### src/rtl/stage_timer_bank.sv
// stage_timer_bank
// ----------------
// Multi-stage latency instrumentation. Each of NUM_STAGES stages owns a
// cycle counter with a three-state FSM (IDLE / RUN / HELD). A commit pulse
// snapshots every stage count plus saturation/incomplete flags into one output
// record and re-arms all stages. A clear pulse re-arms without a snapshot.
//
// Optional feature macro: STAGE_TIMER_BANK_TOTAL_EN
//   When defined, adds out_total = sum of all snapshotted stage counts,
//   registered together with the record.
//
// Ports:
//   clk, rst_n          clock, asynchronous active-low reset
//   start[i], stop[i]   per-stage begin / end pulses
//   commit              snapshot all stages into the record and re-arm
//   clear               abort the transaction, re-arm without a snapshot
//   active[i]           stage i is currently counting (RUN)
//   out_valid/out_ready record handshake. A record transfers on a cycle where
//                       out_valid && out_ready. The fields stay stable while
//                       out_valid is high and out_ready is low. out_ready is
//                       ignored while out_valid is low.
//   out_cycles          stage i count at bits [i*WIDTH +: WIDTH]
//   out_sat[i]          stage i count reached its maximum
//   out_incomplete[i]   stage i was still running at commit
//   drop_count          records lost to back-pressure, saturating
//   out_total           (feature only) sum of the snapshotted counts

module stage_timer_bank #(
    parameter int NUM_STAGES = 4,
    parameter int WIDTH      = 32,
    parameter int DROP_WIDTH = 16
) (
    input  logic                          clk,
    input  logic                          rst_n,
    input  logic [NUM_STAGES-1:0]         start,
    input  logic [NUM_STAGES-1:0]         stop,
    input  logic                          commit,
    input  logic                          clear,
    output logic [NUM_STAGES-1:0]         active,
    output logic                          out_valid,
    input  logic                          out_ready,
    output logic [NUM_STAGES*WIDTH-1:0]   out_cycles,
    output logic [NUM_STAGES-1:0]         out_sat,
    output logic [NUM_STAGES-1:0]         out_incomplete,
    output logic [DROP_WIDTH-1:0]         drop_count
`ifdef STAGE_TIMER_BANK_TOTAL_EN
    ,
    output logic [WIDTH+$clog2(NUM_STAGES+1)-1:0] out_total
`endif
);

    localparam logic [1:0] ST_IDLE = 2'd0;
    localparam logic [1:0] ST_RUN  = 2'd1;
    localparam logic [1:0] ST_HELD = 2'd2;

    localparam logic [WIDTH-1:0]      CNT_MAX  = '1;
    localparam logic [DROP_WIDTH-1:0] DROP_MAX = '1;

    // Per-stage state
    logic [1:0]       state_q [NUM_STAGES];
    logic [1:0]       state_d [NUM_STAGES];
    logic [WIDTH-1:0] cnt_q   [NUM_STAGES];
    logic [WIDTH-1:0] cnt_d   [NUM_STAGES];
    logic [NUM_STAGES-1:0] sat_q, sat_d;

    // Output record
    logic                        out_valid_q, out_valid_d;
    logic [NUM_STAGES*WIDTH-1:0] out_cycles_q, out_cycles_d;
    logic [NUM_STAGES-1:0]       out_sat_q, out_sat_d;
    logic [NUM_STAGES-1:0]       out_incomplete_q, out_incomplete_d;
    logic [DROP_WIDTH-1:0]       drop_count_q, drop_count_d;

    logic rearm;
    logic load;
    logic drop;

    // clear outranks commit, so a commit coinciding with clear does nothing
    // beyond the re-arm that clear already performs.
    assign rearm = clear | commit;
    assign load  = commit & ~clear & (~out_valid_q | out_ready);
    assign drop  = commit & ~clear & ~load;

    // Stage FSMs
    always_comb begin
        for (int i = 0; i < NUM_STAGES; i++) begin
            state_d[i] = state_q[i];
            cnt_d[i]   = cnt_q[i];
            sat_d[i]   = sat_q[i];
            if (rearm) begin
                state_d[i] = ST_IDLE;
                cnt_d[i]   = '0;
                sat_d[i]   = 1'b0;
            end else begin
                case (state_q[i])
                    ST_IDLE: begin
                        if (start[i]) begin
                            // The start cycle itself counts as one.
                            cnt_d[i]   = WIDTH'(1);
                            state_d[i] = stop[i] ? ST_HELD : ST_RUN;
                        end
                    end
                    ST_RUN: begin
                        if (stop[i]) begin
                            state_d[i] = ST_HELD;
                        end else if (cnt_q[i] != CNT_MAX) begin
                            cnt_d[i] = cnt_q[i] + WIDTH'(1);
                            if (cnt_q[i] + WIDTH'(1) == CNT_MAX) begin
                                sat_d[i] = 1'b1;
                            end
                        end
                    end
                    ST_HELD: ;
                    default: begin
                        state_d[i] = ST_IDLE;
                        cnt_d[i]   = '0;
                        sat_d[i]   = 1'b0;
                    end
                endcase
            end
        end
    end

    // Output record and drop accounting
    always_comb begin
        out_valid_d      = out_valid_q;
        out_cycles_d     = out_cycles_q;
        out_sat_d        = out_sat_q;
        out_incomplete_d = out_incomplete_q;
        drop_count_d     = drop_count_q;
        if (load) begin
            out_valid_d = 1'b1;
            for (int i = 0; i < NUM_STAGES; i++) begin
                out_cycles_d[i*WIDTH +: WIDTH] = cnt_q[i];
                out_incomplete_d[i]            = (state_q[i] == ST_RUN);
            end
            out_sat_d = sat_q;
        end else if (out_valid_q && out_ready) begin
            out_valid_d = 1'b0;
        end
        if (drop && drop_count_q != DROP_MAX) begin
            drop_count_d = drop_count_q + DROP_WIDTH'(1);
        end
    end

    always_ff @(posedge clk or negedge rst_n) begin
        if (!rst_n) begin
            for (int i = 0; i < NUM_STAGES; i++) begin
                state_q[i] <= ST_IDLE;
                cnt_q[i]   <= '0;
            end
            sat_q            <= '0;
            out_valid_q      <= 1'b0;
            out_cycles_q     <= '0;
            out_sat_q        <= '0;
            out_incomplete_q <= '0;
            drop_count_q     <= '0;
        end else begin
            for (int i = 0; i < NUM_STAGES; i++) begin
                state_q[i] <= state_d[i];
                cnt_q[i]   <= cnt_d[i];
            end
            sat_q            <= sat_d;
            out_valid_q      <= out_valid_d;
            out_cycles_q     <= out_cycles_d;
            out_sat_q        <= out_sat_d;
            out_incomplete_q <= out_incomplete_d;
            drop_count_q     <= drop_count_d;
        end
    end

    always_comb begin
        for (int i = 0; i < NUM_STAGES; i++) begin
            active[i] = (state_q[i] == ST_RUN);
        end
    end

    assign out_valid      = out_valid_q;
    assign out_cycles     = out_cycles_q;
    assign out_sat        = out_sat_q;
    assign out_incomplete = out_incomplete_q;
    assign drop_count     = drop_count_q;

`ifdef STAGE_TIMER_BANK_TOTAL_EN
    localparam int TW = WIDTH + $clog2(NUM_STAGES + 1);

    logic [TW-1:0] total_q, total_d;

    // The total follows the record load only; drops leave it untouched.
    always_comb begin
        total_d = total_q;
        if (load) begin
            total_d = '0;
            for (int i = 0; i < NUM_STAGES; i++) begin
                total_d = total_d + TW'(cnt_q[i]);
            end
        end
    end

    always_ff @(posedge clk or negedge rst_n) begin
        if (!rst_n) begin
            total_q <= '0;
        end else begin
            total_q <= total_d;
        end
    end

    assign out_total = total_q;
`endif

endmodule

### config.mk
export PLATFORM = sky130hd
export DESIGN_NAME = stage_timer_bank
export DESIGN_NICKNAME = d
export VERILOG_FILES = /design/src/rtl/stage_timer_bank.sv
export SDC_FILE = /design/constraint.sdc
export NUM_CORES = 1
export LEC_CHECK = 0
export ABC_AREA = 1
export BUFFER_PORTS_ARGS = -buffer_cell sky130_fd_sc_hd__buf_2
export CORE_UTILIZATION = 50
export CTS_CLUSTER_SIZE = 12
export DETAILED_ROUTE_END_ITERATION = 10
export PLACE_DENSITY = 0.68
export REMOVE_ABC_BUFFERS = 1
export SYNTH_ARGS = -nofsm -noshare
export SYNTH_HDL_FRONTEND = slang
export SYNTH_SLANG_ARGS = --single-unit
### constraint.sdc
create_clock -name clk -period 2.65 [get_ports clk]
set_input_delay 0.53 -clock clk [delete_from_list [all_inputs] [get_ports clk]]
set_output_delay 0.53 -clock clk [all_outputs]
set_load 0.03 [all_outputs]
# --- After elaboration in Yosys (flattened, before gate mapping) ---
# Index checks and enable logic that the tools add are counted.
word_totals:
  register_bits: 293
  elab_cells: 160
  output_inout_bits: 157
op_classes:
  eq_ne: 45
  addsub: 5
  bitwise: 8
  n_reduce_logical: 23
  mux: 62
ops:
  columns: ["operator", "count"]
  rows:
  - ["2-to-1 mux 32 bit", 16]
  - ["case mux 32 bit (3 select lines)", 4]
  - ["adder 32 x 1 -> 32 bit (second input constant)", 4]
  - ["== test 32 bit (second input constant)", 4]
  - ["!= test 32 bit (second input constant)", 4]
  - ["2-to-1 mux 2 bit", 16]
  - ["AND reduction 4 bit", 8]
  - ["!= test 3 x 1 -> 1 bit (second input constant)", 8]
  - ["!= test 3 x 2 -> 1 bit (second input constant)", 8]
  - ["case mux 2 bit (3 select lines)", 4]
  - ["2-to-1 mux 1 bit", 18]
  - ["adder 16 x 1 -> 16 bit (second input constant)", 1]
  - ["!= test 16 bit (second input constant)", 1]
  - ["!= test 3 bit (second input constant)", 4]
  - ["AND reduction 3 bit", 4]
  - ["== test 2 x 1 -> 1 bit (second input constant)", 4]
  - ["== test 2 bit (second input constant)", 4]
  - ["zero test 2 bit", 4]
  - ["!= test 2 x 1 -> 1 bit (second input constant)", 4]
  - ["!= test 2 bit (second input constant)", 4]
  - ["case mux 1 bit (2 select lines)", 4]
  - ["OR reduction 2 bit", 4]
  - ["AND 1 bit", 3]
  - ["NOT 1 bit", 3]
  - ["other kinds (3)", 5]

# --- Logic depth before layout (Yosys ltp) ---
# Gate-level depths: netlist of the first run.
logic_depth:
  ltp_word: 7
  ltp_mapped: 14
  mapped_depth_nobuf: 14

# --- Worst setup path before layout of the first run ---
# Ideal clock, no wire load.
synth_path:
  kind: "reg-to-reg"
  start: "register state_q[5] (netlist name)"
  end: "register cnt_q[86] (netlist name)"
  t_arrival_ns: 1.873
  setup_slack_ns: 0.643
  path_stages_with_launch: 9
  setup_time_ns: 0.135
  path_cell_list: "dfrtp_1 > nor2_1 > inv_1 > nor2_2 > nand4_1 > nand3_1 > buf_4 > buf_4 > o31ai_1"
synth_between:
  elab_chain_len: 3
synth_lines:
  columns: ["element", "line", "text"]
  rows:
  - ["from (decl)", "60", "logic [1:0] state_q [NUM_STAGES];"]
  - ["from (signal, indexed assignment)", "159", "state_q[i] <= state_d[i];"]
  - ["== test 2 x 1 -> 1 bit (*)", null, null]
  - ["named net active[1]", "39", "output logic [NUM_STAGES-1:0] active,"]
  - ["!= test 3 x 1 -> 1 bit (no source line) (tied with other cells)", null, null]
  - ["AND reduction 4 bit (no source line) or 2-to-1 mux 32 bit (tied branches)", null, null]
  - ["to (signal, indexed assignment)", "160", "cnt_q[i] <= cnt_d[i];"]
  - ["to (decl)", "62", "logic [WIDTH-1:0] cnt_q [NUM_STAGES];"]
# The timed path passes the listed nets; every way through them passes the cells marked *.
# A chain may end at the register's enable or synchronous reset.

# --- Final worst setup path of the first run ---
layout_path:
  start: "register cnt_q[32] (netlist name)"
  end: "register sat_q[2]"
layout_between:
  elab_chain_len: 4
layout_lines:
  columns: ["element", "line", "text"]
  rows:
  - ["adder 32 x 1 -> 32 bit", "107", "if (cnt_q[i] + WIDTH'(1) == CNT_MAX) begin"]
  - ["== test 32 bit", "107", null]
  - ["!= test 3 x 1 -> 1 bit (no source line)", null, null]
  - ["AND reduction 4 bit (no source line) (*)", null, null]
  - ["to (signal assigned)", "162", "sat_q <= sat_d;"]
  - ["to (decl)", "64", "logic [NUM_STAGES-1:0] sat_q, sat_d;"]
# Every way passes the cells marked *; elsewhere a longest branch is shown, timed or not.

==> results.yml, run 1 <==
pwr:
  p_total_w: 0.009686
  peakVddDrop_mv: 0.3634
  powerDensity_mw_per_mm2: 531.3
  p_sw_share_pct: 23.69
  combPwrFrac_pct: 5.6
  intPower_w: 0.007391
  sequentialPowerShare_pct: 47.2
  power.leakage_nw: 8.159
  clkPwrFrac_pct: 47.2
  p_sw_w: 0.002295
final_layout:
  final_nets: 2346
  drive_gt1_share_pct: 13.04
  area_growth_pct: 15.51
clocking:
  cts_buffer_depth: 3
  clkLatencyLatePin_ns: 0.50
  h-tree-depth: 2
  cts_resized: 0
  cts_root_buffer: "clkbuf_16"
  numCtsBuffers: 34
  cts_tree: "yes"
  cts_sinks: 293
  path_clk_slew_ns: 0.06
outcome:
  violations: "design-rule violations"
  outcome: "finished, violations left"
worst_setup_path:
  arrival_ns: 2.82
  rrSetupSlack_ns: 0.25
  cp-end-kind: "register"
  crit_fanout: 7
  crit_buf_inv: 1
  path_common_cell: "nand2_1"
  slowest_stage: "dfrtp_1"
  reg2regPathDepth: 13
  path_class: "register to register"
  slowest_delay_ns: 0.49
  startpoint_type: "register"
  worstReg2RegStart: "cnt_q[32]"
  r2r-end: "sat_q[2]"
  cp_top_family: "simple AND/OR/NAND/NOR gates"
  required_ns: 3.07
  cp_cell_sequence: "ha_1, nand3_1, inv_2, nand2_2, nor2_1, nand2_1, nand2_1, nand2_1, nor2_1, nand2_1, nor2_1, nand3_1, a21oi_1"
global_route:
  gr-total-overflow: 0
  grt_pass1_vias: 13850
  grt_max_degree: 79
  antenna_found_initial: 2
  grt_first_pass_wirelength_mm: 70.51
  grtUsageTotal_pct: 26.65
timing:
  drv_slew: 0
  worst_hold_slack_ns: 0.2098
  min_period_ns: 2.400
  slew_headroom_pct: 46.86
  final.period_utilization_pct: 90.58
  setup_viol: 0
  grt_setup_unrepaired: "no"
  max_clock_freq_mhz: 416.6
  hold_violations: 0
  skew_ns: 0.008883
  worst-slew-pin-transition_ns: 0.7963
logic_synthesis:
  ys_seq_area_share_pct: 46.46
  ys_warn_count: 0
  synth_commonest_cells: "nand2_1, dfrtp_1, nor2_1"
  ys_top_cells_by_area: "dfrtp_1, nand2_1, nor2_1, o21ai_0, nand3_1"
  postSynthAreaPerCell_sq_um: 7.310
  async_flop_share_pct: 100.0
  yosysTopAreaCellShare_pct: 46.46
  syn_inst: 2159
  synth_ff_type: "dfrtp_1"
  synth.cell_area_sq_mm: 0.01578
  yosysTopAreaCell: "dfrtp_1"
  synth_enable_flop_cells: 0
  synthMostInstantiatedCell: "nand2_1"
  synth_cell_types: 37
  ys_seq_elements: 293
routing:
  firstDrtPassIters: 9
  via_count: 14440
  drc: 9
  wl_per_cell_microns: 15.33
  drt_iter0_markers: 1055
  drtAntennaViolNets: 0
  routed_wl_mm: 42.08
  avgViaCountPerCell: 5.259
placement:
  gp_congestion: 0.9179
  hpwl_mm: 31.22
  io_buffers: 169
floorplan:
  fp.dieW_microns: 179.7
  fp.coreArea_sq_mm: 0.03083
  die_y_microns: 179.7
  die_area_sq_mm: 0.03228
  start_util_pct: 51.19
  rows: 64
  ios: 170
min_path:
  worstHoldEndpoint: "state_q[2]"
  whs_path_depth: 2
  hp-class: "input port to register"
  holdCritStartpoint: "stop[2]"
job:
  cap_violations: 0
==> cells in the final DEF, fill, tap and decap left out, types with 10 or more instances in the layout <==
cell type and instances:
o21ai_0 162, clkbuf_16 37, nand3_1 155, xor2_1 17, buf_2 168, clkbuf_1 10, nor2_1 255, nor2_2 12
nor2_4 13, nand2_2 11, inv_2 11, o31ai_1 82, dfrtp_1 293, nand2_1 745, o21ai_1 46, inv_1 202
buf_4 18, nand4_1 31
==> state kept, by name, indices dropped and copies added, names as in the netlist <==
name / cells
cnt_q: 128
out_cycles: 128
out_incomplete: 4
out_sat: 4
sat_q: 4
out_valid: 1
state_q: 8
drop_count: 16
==> per-layer routing <==
layer / global-route usage, % / share of wire (%)
met1: 37.07 / 46
met3: 3.586 / 5.2
met5: 0 / 0
met2: 43.14 / 45
met4: 8.759 / 3.1
==> stage by stage <==
stage	std cells	area (sq um)	TNS, ns	setup WS, ns	utilization (%)
after floorplan	2091	15450	-438.20	-3.497	-
after global placement	2683	17130	0	0.2020	55.56
after detailed placement	2683	17130	0	0.1646	55.56
after CTS	2743	18230	0	0.2907	59.12
after global routing	2745	18230	0	0.02433	59.13
final	2745	18230	0	0.2497	59.13
==> how the worst max path moves through the flow <==
stage	from	to	slack (ns)	cells past startpoint
finish	cnt_q[32]	sat_q[2]	0.25	13
CTS	cnt_q[0]	cnt_q[0]	0.29	10
floorplan	out_ready	out_cycles[105]	-3.50	4
detailed placement	clear	cnt_q[0]	0.16	9
global route	cnt_q[32]	sat_q[2]	0.02	13
global placement	clear	cnt_q[0]	0.20	9
==> repair_timing <==
action / CTS / global route
setup buffers: 0 / 0
hold buffers: 1 / 0
hold endpoints to repair: 35 / 0
==> power groups by stage <==
stage               clock network (W)  logic (W)  registers, W
floorplan                           0   0.000195       0.00472
global placement                    0   0.000542       0.00465
detailed placement                  0   0.000551       0.00465
CTS                           0.00469   0.000554       0.00457
global route                  0.00488   0.000599       0.00458
finish                        0.00457   0.000542       0.00457
==> kinds of logic after synthesis <==
group	after synthesis	synth area share, %
mux	7	0.4995
fa+ha+maj	9	0.7135
buf+inv	282	7.206
simple gates	1239	32.70
xor+xnor	23	1.276
compound gates	306	11.15
flops	293	46.46
==> area by class of cell <==
class / count / area [sq um]
tap: 396 / 495.5
fill: 2906 / 12600
inverter: 214 / 803.3
timing repair buffer: 197 / 1181
multi-input combinational: 1584 / 7326
clock buffer: 54 / 1060
sequential: 293 / 7332
antenna: 2 / 5.005
clock inverter: 5 / 27.53
Note: power is estimated with default switching activity, not from simulation.
==> run 2: changes to the inputs <==
--- a/config.mk
+++ b/config.mk
@@ -5,12 +5,13 @@
 export SDC_FILE = /design/constraint.sdc
 export NUM_CORES = 1
 export LEC_CHECK = 0
-export ABC_AREA = 1
 export BUFFER_PORTS_ARGS = -buffer_cell sky130_fd_sc_hd__buf_2
-export CORE_UTILIZATION = 50
+export CELL_PAD_IN_SITES_DETAIL_PLACEMENT = 0
+export CELL_PAD_IN_SITES_GLOBAL_PLACEMENT = 2
+export CORE_UTILIZATION = 41
 export CTS_CLUSTER_SIZE = 12
 export DETAILED_ROUTE_END_ITERATION = 10
-export PLACE_DENSITY = 0.68
+export PLACE_DENSITY = 0.85
 export REMOVE_ABC_BUFFERS = 1
 export SYNTH_ARGS = -nofsm -noshare
 export SYNTH_HDL_FRONTEND = slang
==> results.yml, run 2 <==
worst_setup_path:
  crit_fanout: 5
  path_class: "register to register"
  slowest_delay_ns: 0.56
  required_ns: 3.10
  arrival_ns: 2.94
  slowest_stage: "or4_1"
  cp-end-kind: "register"
  cp_cell_sequence: "ha_1, nand2_1, or3_1, o41ai_1, a21oi_1, or4_1, o31ai_2"
  startpoint_type: "register"
pwr:
  powerDensity_mw_per_mm2: 529.8
  combPwrFrac_pct: 6.5
  intPower_w: 0.007381
  p_sw_w: 0.002403
  p_sw_share_pct: 24.56
  clkPwrFrac_pct: 46.7
  peakVddDrop_mv: 0.4278
  sequentialPowerShare_pct: 46.7
  power.leakage_nw: 8.486
  p_total_w: 0.009785
floorplan:
  die_area_sq_mm: 0.03821
  ios: 170
  fp.coreArea_sq_mm: 0.03670
  start_util_pct: 41.82
  rows: 70
  fp.dieW_microns: 195.5
  die_y_microns: 195.5
final_layout:
  area_growth_pct: 20.36
  layout_common_cells: "dfrtp_1, buf_2, nand2_1"
  final_nets: 1825
  final_common_cell: "dfrtp_1"
  drive_gt1_share_pct: 27.62
logic_synthesis:
  synth_cell_types: 78
  synthMostInstantiatedCell: "dfrtp_1"
  synth_ff_type: "dfrtp_1"
  ys_warn_count: 0
  ys_top_cells_by_area: "dfrtp_1, mux2_2, o21ai_0, a21oi_1, nand2_1"
  synth_enable_flop_cells: 0
  async_flop_share_pct: 100.0
  synth_commonest_cells: "dfrtp_1, nand2_1, nor2_1"
  synth.cell_area_sq_mm: 0.01535
  yosysTopAreaCellShare_pct: 47.78
  yosysTopAreaCell: "dfrtp_1"
  ys_seq_elements: 293
  postSynthAreaPerCell_sq_um: 9.706
  syn_inst: 1581
  ys_seq_area_share_pct: 47.78
job:
  cap_violations: 0
timing:
  skew_ns: 0.01129
  min_period_ns: 2.491
  drv_slew: 0
  hold_violations: 0
  final.period_utilization_pct: 93.99
  max_clock_freq_mhz: 401.5
  worst-slew-pin-transition_ns: 0.7272
  slew_headroom_pct: 51.40
  finalSetupTns_ns: 0
  setup_viol: 0
placement:
  hpwl_mm: 30.30
  io_buffers: 169
  gp_congestion: 0.9000
global_route:
  grt.met1_usage_pct: 32.04
  grt_max_degree: 81
  antenna_found_initial: 2
  grt_first_pass_wirelength_mm: 70.55
  grt_pass1_vias: 12620
  use_met2_pct: 36.39
  grtUsageTotal_pct: 23.00
  met3_usage_pct: 4.076
  gr-total-overflow: 0
  grt.busiest_layer: "met2"
routing:
  drt_iter0_markers: 708
  via_count: 13090
  firstDrtPassIters: 5
  wl_per_cell_microns: 18.98
  routed_wl_mm: 43.48
  avgViaCountPerCell: 5.713
  drc: 0
  drtAntennaViolNets: 0
clocking:
  cts_root_buffer: "clkbuf_16"
  cts_buffer_depth: 3
  path_clk_slew_ns: 0.06
  post_cts_buffers: 0
  cts_sinks: 293
  h-tree-depth: 2
  cts_tree: "yes"
  clkLatencyLatePin_ns: 0.54
  numCtsBuffers: 35
min_path:
  hp-class: "input port to register"
outcome:
  outcome: "finished, final reports clean"
run 2: cell count changes in the layout (fill, tap and decap cells not counted), moves of 39 or more:
cell / before / now
nor2_1: 255 / 123
nand3_1: 155 / 66
buf_4: 18 / 115
o21ai_0: 162 / 123
inv_1: 202 / 20
nor3_1: 3 / 46
a21oi_1: 7 / 111
o31ai_1: 82 / 10
o21ai_1: 46 / 3
xnor2_1: 6 / 46
nand2_1: 745 / 130
mux2_2: 7 / 118
run 2: cells by family after synthesis:
family                   synth area share [%]
AO/OA/AOI/OAI                           13.59
AND/OR/NAND/NOR                         21.69
flip-flops                              47.78
XOR/XNOR                                3.995
buffers and inverters                   3.555
multiplexers                            8.659
adder cells (fa/ha/maj)                0.7338
run 2: what timing repair did:
action	4_1_cts	5_1_grt
endpoints found under the setup margin	0	17
hold buffers	1	0
hold endpoints to repair	51	0
resized for setup	0	6
run 2: critical path: cells and delay by family (launching register included):
family | cells | cell delay [ns]
fa+ha+maj | 1 | 0.26
compound gates | 3 | 0.61
flops | 1 | 0.35
simple gates | 3 | 1.18
run 2: area by class of cell:
class,count,area [sq um]
fillers,3477,18230
multi-input cells,1157,7496
flip-flops and latches,293,7332
repair buffers,294,1909
clock buffers,44,969.7
well taps,468,585.6
clock inverters,11,90.09
inverters,22,82.58
diodes,2,5.005
run 2: through the flow:
| step | hold WS (ns) | utilization (%) | std cells | setup slack (ns) | cell area [sq um] |
|---|---|---|---|---|---|
| after floorplan | 0.2344 | - | 1472 | -2.049 | 14880 |
| after global placement | 0.4570 | 47.35 | 2233 | 0.1261 | 17380 |
| after detailed placement | 0.4674 | 47.35 | 2233 | 0.03405 | 17380 |
| after CTS | 0.1970 | 50.27 | 2289 | 0.02314 | 18450 |
| after global routing | 0.2270 | 50.32 | 2290 | -0.004422 | 18470 |
| final | 0.2223 | 50.33 | 2291 | 0.1593 | 18470 |
run 2: worst paths after layout:
kind                                    from                end  slack [ns]  depth (start not counted)
setup / recovery                   cnt_q[64]           sat_q[1]        0.16                          7
hold / removal                       stop[3]         state_q[0]        0.22                          2
setup reg to reg                   cnt_q[64]           sat_q[1]        0.16                          7
hold reg to reg            out_incomplete[2]  out_incomplete[2]        0.47                          2
max in group asynchronous              rst_n         cnt_q[113]        1.31                          4
min in group asynchronous              rst_n           cnt_q[0]        0.52                          2
run 2: power groups by stage:
| stage | clock [W] | combinational, W | sequential [W] |
|---|---|---|---|
| after detailed placement | 0 | 0.000650 | 0.00465 |
| final | 0.00457 | 0.000640 | 0.00457 |
| after CTS | 0.00473 | 0.000652 | 0.00457 |
| after floorplan | 0 | 0.000250 | 0.00472 |
| after global placement | 0 | 0.000644 | 0.00465 |
| after global routing | 0.00487 | 0.000704 | 0.00458 |
run 2: metal layers:
metal  up-vias  routed length [microns]
li1       6222                        -
met1      6495                    20450
met2       293                    20260
met3        76                     1775
met4         2                      983
met5         -                       10
==> run 3: changes to the inputs <==
--- a/config.mk
+++ b/config.mk
@@ -5,13 +5,15 @@
 export SDC_FILE = /design/constraint.sdc
 export NUM_CORES = 1
 export LEC_CHECK = 0
+export ABC_AREA = 1
 export BUFFER_PORTS_ARGS = -buffer_cell sky130_fd_sc_hd__buf_2
 export CELL_PAD_IN_SITES_DETAIL_PLACEMENT = 0
 export CELL_PAD_IN_SITES_GLOBAL_PLACEMENT = 2
-export CORE_UTILIZATION = 41
+export CORE_ASPECT_RATIO = 0.7
+export CORE_UTILIZATION = 37
 export CTS_CLUSTER_SIZE = 12
 export DETAILED_ROUTE_END_ITERATION = 10
-export PLACE_DENSITY = 0.85
+export PLACE_DENSITY = 0.84
 export REMOVE_ABC_BUFFERS = 1
 export SYNTH_ARGS = -nofsm -noshare
 export SYNTH_HDL_FRONTEND = slang
==> results.yml, run 3 (same netlist as run 1, synthesis figures left out) <==
timing:
  slew_headroom_pct: 40.40
  final.period_utilization_pct: 88.93
  setup_ws_ns: 0.2933
  max_clock_freq_mhz: 424.3
  skew_ns: 0.01922
  drv_slew: 0
  hold_violations: 0
  worst-slew-pin-transition_ns: 0.8930
  setup_viol: 0
  grt_setup_unrepaired: "no"
  worst_hold_slack_ns: 0.1309
  min_period_ns: 2.357
clocking:
  cts_buffer_depth: 3
  cts_sinks: 293
  cts_tree: "yes"
  cts_root_buffer: "clkbuf_16"
  numCtsBuffers: 31
  h-tree-depth: 1
  path_clk_slew_ns: 0.06
  clkLatencyLatePin_ns: 0.57
worst_setup_path:
  cp_cell_sequence: "nand2_1, nor2_1, nand2_1, nor2_4, nand2_1, nand2_1, nand2_1, nor2_1, nand2_1, nor2_1, nand3_1, a21oi_1"
  cp-end-kind: "register"
  arrival_ns: 2.85
  required_ns: 3.14
  path_common_cell: "nand2_1"
  worstReg2RegStart: "cnt_q[2]"
  rrSetupSlack_ns: 0.29
  reg2regPathDepth: 12
  path_class: "register to register"
  slowest_stage: "dfrtp_1"
  r2r-end: "sat_q[3]"
  crit_fanout: 8
  slowest_delay_ns: 0.49
  startpoint_type: "register"
routing:
  drtAntennaViolNets: 0
  dr_wl_met3_mm: 2.285
  via_count: 14370
  drt_iter0_markers: 1103
  avgViaCountPerCell: 4.977
  routed_wl_mm: 47.02
  wl_per_cell_microns: 16.28
  firstDrtPassIters: 6
  drt-met1-wl_mm: 24.32
  drc: 0
  top_layer: "met4"
  wl_met2_mm: 19.34
final_layout:
  seqCellArea_sq_mm: 0.007332
  area_growth_pct: 16.01
  multi_input_area_sq_mm: 0.007326
  final_nets: 2345
  final_common_cell: "nand2_1"
  drive_gt1_share_pct: 12.85
  nFillCells: 4316
  fin_util_pct: 44.12
  layout_common_cells: "nand2_1, dfrtp_1, nor2_1"
global_route:
  antenna_found_initial: 1
  grt_first_pass_wirelength_mm: 76.00
  grtUsageTotal_pct: 21.78
  gr-total-overflow: 0
  grt_pass1_vias: 13560
  grt_max_degree: 82
outcome:
  outcome: "finished, final reports clean"
floorplan:
  start_util_pct: 38.03
  rows: 62
  die_y_microns: 174.8
  fp.dieW_microns: 248.9
  fp.coreArea_sq_mm: 0.04150
  ios: 170
  die_area_sq_mm: 0.04350
placement:
  gp_congestion: 0.8832
  place_ws_ns: 0.3285
  io_buffers: 169
  hpwl_mm: 35.60
job:
  cap_violations: 0
pwr:
  powerDensity_mw_per_mm2: 513.8
  p_total_w: 0.009407
  peakVddDrop_mv: 0.4724
  power.leakage_nw: 8.105
min_path:
  worstHoldEndpoint: "state_q[2]"
  holdCritStartpoint: "stop[2]"
  hp-class: "input port to register"
  whs_path_depth: 2
[run 3: changes by cell type in the layout (fill, tap and decap cells not counted), sizes merged, moves of 30 or more]
cell / previous run / this run
a31oi: 30 / 0
nand4: 64 / 31
nand3: 66 / 158
o21ai: 126 / 208
mux2: 118 / 7
nand2: 132 / 757
inv: 21 / 213
buf: 293 / 198
a21oi: 111 / 7
nor3: 47 / 4
xnor2: 46 / 6
o31ai: 12 / 82
nor2: 126 / 282
nor4: 35 / 1
[run 3: power breakdown]
part           switching [W]  total [W]  internal (W)
logic               0.000413   0.000547      0.000134
registers          0.0000464    0.00457       0.00452
clock network        0.00182    0.00429       0.00247
total                0.00228    0.00941       0.00713
[run 3: what timing repair did]
action / CTS / global route
buffers inserted: 0 / 0
endpoints found under the hold margin: 49 / 0
gates resized for setup: 0 / 0
hold buffers: 1 / 0
[run 3: layer usage]
metal  up-vias  global-route usage, %
met5         -                      0
met4         0                  5.047
met3        58                  3.069
met2       333                  31.87
met1      6713                  33.58
li1       7270                      -
[run 3: how the worst max path moves through the flow]
stage | slack, ns | to | cells after the start | from
after floorplan | -3.50 | out_cycles[105] | 4 | out_ready
after global placement | 0.38 | cnt_q[0] | 11 | clear
after detailed placement | 0.33 | cnt_q[0] | 11 | clear
after CTS | 0.37 | cnt_q[89] | 9 | cnt_q[65]
after global routing | 0.11 | cnt_q[95] | 10 | cnt_q[65]
final | 0.29 | sat_q[3] | 12 | cnt_q[2]
[run 3: cell type report]
cell class | count | share of cell area [%]
flip-flops and latches | 293 | 40.05
multi-input cells | 1584 | 40.01
repair buffers | 199 | 6.533
clock buffers | 47 | 4.838
inverters | 214 | 4.387
well taps | 544 | 3.718
clock inverters | 6 | 0.4510
diodes | 1 | 0.01367
[run 3: stage by stage]
step	cells	TNS, ns	area [sq um]
final	2888	0	18310
after global routing	2888	0	18310
after CTS	2887	0	18310
after detailed placement	2833	0	17330
after global placement	2833	0	17330
after floorplan	2091	-438.20	15450
[run 3: critical path, delay by kind of cell, from the launching register on]
| family | cells | cell delay [ns] |
|---|---|---|
| AO/OA/AOI/OAI | 1 | 0.15 |
| AND/OR/NAND/NOR | 11 | 1.64 |
| flip-flops | 1 | 0.49 |
